===== src/rtl/bm_match_mac_pipe.sv =====
// Multi-channel unsigned multiply / sum / accumulate pipeline.
//   clock, reset      : rising-edge clock, asynchronous active-high reset
//   in_valid, a_in, b_in : per-channel operand pairs, packed channel 0 at LSBs
//   acc_mode, acc_clear  : stage-3 controls, sampled alongside sum_valid
//   prod_valid/prod_out  : stage-1 registered products
//   sum_valid/sum_out    : stage-2 registered sum of products
//   acc_valid/acc_out    : stage-3 result pulse and held result
//   acc_count, overflow  : window fill level, sticky carry-out flag
module bm_match_mac_pipe #(
  parameter int unsigned CHANNELS  = 3,
  parameter int unsigned A_WIDTH   = 9,
  parameter int unsigned B_WIDTH   = 8,
  parameter int unsigned OUT_WIDTH = 36,
  parameter int unsigned ACC_LEN   = 4,
  parameter int unsigned CNT_WIDTH = 8
) (
  input  logic                                   clock,
  input  logic                                   reset,
  input  logic                                   in_valid,
  input  logic [CHANNELS*A_WIDTH-1:0]            a_in,
  input  logic [CHANNELS*B_WIDTH-1:0]            b_in,
  input  logic                                   acc_mode,
  input  logic                                   acc_clear,
  output logic                                   prod_valid,
  output logic [CHANNELS*(A_WIDTH+B_WIDTH)-1:0]  prod_out,
  output logic                                   sum_valid,
  output logic [OUT_WIDTH-1:0]                   sum_out,
  output logic                                   acc_valid,
  output logic [OUT_WIDTH-1:0]                   acc_out,
  output logic [CNT_WIDTH-1:0]                   acc_count,
  output logic                                   overflow
);

  localparam int unsigned PW = A_WIDTH + B_WIDTH;
  // Wide enough that the full adder-tree result never wraps internally.
  localparam int unsigned SW = OUT_WIDTH + $clog2(CHANNELS) + 1;
  localparam logic [CNT_WIDTH:0] LEN = (CNT_WIDTH+1)'(ACC_LEN);

  // Stage 1: per-channel products
  always_ff @(posedge clock or posedge reset) begin
    if (reset) begin
      prod_valid <= 1'b0;
      prod_out   <= '0;
    end else begin
      prod_valid <= in_valid;
      for (int unsigned i = 0; i < CHANNELS; i++) begin
        prod_out[i*PW +: PW] <= PW'(a_in[i*A_WIDTH +: A_WIDTH]) *
                                PW'(b_in[i*B_WIDTH +: B_WIDTH]);
      end
    end
  end

  // Stage 2: sum of products
  logic [SW-1:0] sum_wide;
  logic          sum_carry;

  always_comb begin
    sum_wide = '0;
    for (int unsigned i = 0; i < CHANNELS; i++) begin
      sum_wide = sum_wide + SW'(prod_out[i*PW +: PW]);
    end
  end

  assign sum_carry = prod_valid && (sum_wide[SW-1:OUT_WIDTH] != '0);

  always_ff @(posedge clock or posedge reset) begin
    if (reset) begin
      sum_valid <= 1'b0;
      sum_out   <= '0;
    end else begin
      sum_valid <= prod_valid;
      sum_out   <= sum_wide[OUT_WIDTH-1:0];
    end
  end

  // Stage 3: pass-through or windowed accumulate
  logic [OUT_WIDTH-1:0] acc;
  logic [OUT_WIDTH:0]   acc_total;
  logic [CNT_WIDTH:0]   cnt_inc;
  logic                 window_done;

  logic [OUT_WIDTH-1:0] acc_nxt;
  logic [OUT_WIDTH-1:0] out_nxt;
  logic [CNT_WIDTH-1:0] cnt_nxt;
  logic                 av_nxt;
  logic                 ovf_nxt;

  assign acc_total   = {1'b0, acc} + {1'b0, sum_out};
  assign cnt_inc     = {1'b0, acc_count} + (CNT_WIDTH+1)'(1);
  assign window_done = (cnt_inc == LEN);

  always_comb begin
    acc_nxt = acc;
    cnt_nxt = acc_count;
    out_nxt = acc_out;
    av_nxt  = 1'b0;
    ovf_nxt = overflow;

    if (acc_clear) begin
      acc_nxt = '0;
      cnt_nxt = '0;
      ovf_nxt = 1'b0;
    end

    if (sum_valid) begin
      if (acc_clear) begin
        // Coincident sum opens a fresh window rather than being dropped.
        if (!acc_mode || ACC_LEN == 1) begin
          out_nxt = sum_out;
          av_nxt  = 1'b1;
        end else begin
          acc_nxt = sum_out;
          cnt_nxt = CNT_WIDTH'(1);
        end
      end else if (!acc_mode) begin
        out_nxt = sum_out;
        av_nxt  = 1'b1;
        acc_nxt = '0;
        cnt_nxt = '0;
      end else begin
        ovf_nxt = ovf_nxt | acc_total[OUT_WIDTH];
        if (window_done) begin
          out_nxt = acc_total[OUT_WIDTH-1:0];
          av_nxt  = 1'b1;
          acc_nxt = '0;
          cnt_nxt = '0;
        end else begin
          acc_nxt = acc_total[OUT_WIDTH-1:0];
          cnt_nxt = cnt_inc[CNT_WIDTH-1:0];
        end
      end
    end

    // A carry arriving in the same cycle as a clear is still recorded.
    if (sum_carry) begin
      ovf_nxt = 1'b1;
    end
  end

  always_ff @(posedge clock or posedge reset) begin
    if (reset) begin
      acc       <= '0;
      acc_count <= '0;
      acc_out   <= '0;
      acc_valid <= 1'b0;
      overflow  <= 1'b0;
    end else begin
      acc       <= acc_nxt;
      acc_count <= cnt_nxt;
      acc_out   <= out_nxt;
      acc_valid <= av_nxt;
      overflow  <= ovf_nxt;
    end
  end

endmodule


===== config.mk =====
export PLATFORM = sky130hd
export DESIGN_NAME = bm_match_mac_pipe
export DESIGN_NICKNAME = d
export VERILOG_FILES = /design/src/rtl/bm_match_mac_pipe.sv
export SDC_FILE = /design/constraint.sdc
export NUM_CORES = 1
export LEC_CHECK = 0
export CAP_MARGIN = 10
export CORE_MARGIN = 2
export CORE_UTILIZATION = 35
export CTS_CLUSTER_SIZE = 10
export DETAILED_ROUTE_END_ITERATION = 12
export DONT_BUFFER_PORTS = 1
export GPL_TIMING_DRIVEN = 0
export PLACE_DENSITY = 0.56
export SYNTH_ARGS = -nofsm -noshare
export SYNTH_HDL_FRONTEND = slang
export SYNTH_SLANG_ARGS = --single-unit

===== constraint.sdc =====
create_clock -name clock -period 13.09 [get_ports clock]
set_input_delay 1.309 -clock clock [delete_from_list [all_inputs] [get_ports clock]]
set_output_delay 1.309 -clock clock [all_outputs]
set_load 0.02 [all_outputs]

==> impl_metrics.yaml <==
run_status:
  status: "finished, final reports clean"
placed_design:
  gp_congestion: 0.870
  port_buffers: 0
  place_hpwl_um: 31700
  place_ws_ps: 7430
global_route:
  grt_pass1_vias: 11490
  antenna_found_initial: 0
  overflow: 0
  grt_max_degree: 91
  gr-usage-all-layers_pct: 18.3
  grt_pass1_wl_um: 63700
sta:
  final.setup.tns_ps: 0
  finalHoldViolations: 0
  slew_headroom_pct: 55.6
  max_freq_ghz: 0.188
  min_period_ps: 5310
  worst_slack_ps: 7780
  fin_crit_sh_pct: 40.5
  drv_slew: 0
  tightest_slew_ps: 657
  finalClockSkew_ps: 17.2
  rsz0062_at_grt: "false"
  setup_viol: 0
drt:
  avgRoutedWirePerCell_um: 17.9
  wl_um: 38900
  drtAntennaViolNets: 0
  vias: 11211
  drc: 0
  vias_per_cell: 5.16
  drt_iter0_markers: 560
  dr.pass1.iters: 5
synthesis:
  yosysUniqueCellTypes: 73
  synth_edf_count: 0
  netlist_area_um2: 14900
  async_flop_share_pct: 100
  yosys.area.top_type: "dfrtp_1"
  ys_warn_count: 0
  ys_top_cells_by_area: "dfrtp_1 26%, fa_1 19%, ha_1 12%"
  ys_seq_area_share_pct: 25.8
  synth.top_cell.area_share_pct: 25.8
  synth.most_common_cell: "inv_1"
  synth-seq-cells: 154
  synth_flop_cell: "dfrtp_1"
  syn_area_per_cell_um2: 9.44
  synthTopCellsByCount: "188 x inv_1, 185 x and2_1, 154 x dfrtp_1"
  postSynthCellCount: 1583
power_and_ir_drop:
  p_seq_share_pct: 29.1
  p_clk_share_pct: 15.3
  power_leakage_nw: 7.82
  powerDensity_nw_per_um2: 209
  p_int_mw: 1.79
  p_sw_mw: 1.63
  irDropWorstVdd_uv: 118
  switching_share_pct: 47.7
  power_frac_comb_pct: 55.6
setup_path:
  required_ps: 13410
  critPathArrivalTime_ps: 5620
  endpoint_kind: "flop"
  setup.worst_path.start_class: "input pin"
  path_max_fanout: 9
  path_class: "input pin to flop"
  startpoint: "b_in[10]"
  rr_startpoint: "prod_out[26]$_DFF_PP0_"
hold_path:
  worstHoldStart: "acc[0]$_DFF_PP0_"
  hp-class: "flop to flop"
layout:
  drive_above_1_share_pct: 4.41
  syn_to_final_growth_pct: 9.24
  diodes: 0
  final_nets: 1967
clock_network:
  cts_hold_buf: 0
  clk_latency_ps: 440
  clk_path_buf_depth: 2
  cts_tree: "done"
  ctsRootBufferMaster: "clkbuf_16"
  cts_buffers: 17
  post_cts_buffers: 0
  htree_levels: 4
  path_clk_slew_ps: 60
  post_cts_resized: 0
  clkSinkCount: 154
floorplan:
  rows: 75
  die_x_um: 211
  die_area_um2: 44300
  die_h_um: 211
  start_util_pct: 35.5
  num_io_pins: 191
  core_um2: 42000
run:
  maxCapViolCount: 0
[path summary, 6_finish.rpt]
check,end,slack [ps],cells after the start
worst min register to register,acc[0]$_DFF_PP0_,500,2
min in group asynchronous,prod_out[0]$_DFF_PP0_,760,1
worst max-delay path,prod_out[33]$_DFF_PP0_,7780,15
worst min-delay path,acc[0]$_DFF_PP0_,500,2
worst max register to register,sum_out[17]$_DFF_PP0_,9750,9
max in group asynchronous,prod_out[28]$_DFF_PP0_,11510,2
[cell type report]
cell class	instances	area, um2
buffer	52	277
timing repair buffer	1	27.5
fill	4217	25700
clock buffer	17	425
inverter	189	717
multi-input combinational	1204	10200
tap	539	674
sequential	154	3850
clock inverter	15	185
[cells by family (layout without fill, tap and decap cells)]
family | Yosys count | after routing | share of synthesized area (%)
multiplexers | 3 | 3 | 0.209
adder cells (fa/ha/maj) | 292 | 292 | 31.7
XOR/XNOR | 70 | 70 | 4.10
AND/OR/NAND/NOR | 543 | 543 | 19.3
AO/OA/AOI/OAI | 279 | 279 | 12.2
flip-flops | 154 | 154 | 25.8
other | 1 | 17 | 0.0251
buffers and inverters | 241 | 274 | 6.60
[power groups by stage]
stage / Sequential, mW / Combinational (mW) / Clock, mW
2_1_floorplan: 0.879 / 1.55 / 0
3_3_place_gp: 1.01 / 1.88 / 0
3_5_place_dp: 1.01 / 1.91 / 0
4_1_cts: 1.00 / 1.92 / 0.543
5_1_grt: 1.02 / 2.21 / 0.562
6_report: 0.993 / 1.90 / 0.523
[worst max-delay path, stage by stage]
cell and delay [ps]:
and2_1 150, fa_1 440, fa_1 500, inv_1 60, fa_1 490, fa_1 490
inv_1 40, ha_1 310, o21ai_0 90, nor2_1 90, o41ai_1 430, o21ai_0 220
or4_1 480, a2111o_1 390, o211a_1 130
[routing by layer]
metal  wire length [um]  vias to the layer above  GRT usage [%]
met5                  0                        -              0
met4                507                        0           3.76
met3               2830                       33           5.87
met2              19600                      221           32.0
met1              16000                     5583           21.9
li1                   -                     5374              -
[layout by cell type, fill, tap and decap left out, types with 5 or more instances in the layout]
master     count
and3_1        23
a22oi_1       18
and2_1       185
nor3_1        29
or4_1         10
nor2b_1       10
a21oi_1       57
nand2_1      124
xor2_1        18
nand3_1       51
buf_2          8
o41ai_1        5
or3_1         15
a211oi_1       8
o21ai_0       72
buf_4         17
nand2b_1       6
fa_1         145
inv_1        187
nand4_1        7
nor2_1        64
clkbuf_1      22
o211ai_1      17
xnor2_1       52
o21a_1        21
a21o_1        11
ha_1         147
o21bai_1       5
dfrtp_1      154
conb_1        17
a31oi_1       19
inv_6          5
clkbuf_16     17
[state kept, by name, summed over array words and instances (netlist names)]
| name | cells |
|---|---|
| acc | 36 |
| acc_count | 8 |
| acc_out | 36 |
| acc_valid | 1 |
| overflow | 1 |
| prod_out | 51 |
| prod_valid | 1 |
| sum_out | 19 |
| sum_valid | 1 |
[metrics by stage]
| stage | utilization (%) | hold slack [ps] | area, um2 | power, mW | cells |
|---|---|---|---|---|---|
| finish | 38.8 | 501 | 16300 | 3.42 | 2171 |
| global route | 38.8 | 531 | 16300 | 3.79 | 2171 |
| detailed placement | 37.4 | 483 | 15700 | 2.92 | 2139 |
| CTS | 38.8 | 498 | 16300 | 3.47 | 2171 |
| global placement | 37.3 | 472 | 15700 | 2.89 | 2138 |
| floorplan | - | 461 | 15000 | 2.43 | 1599 |
Note: power is estimated with default switching activity, not from simulation.
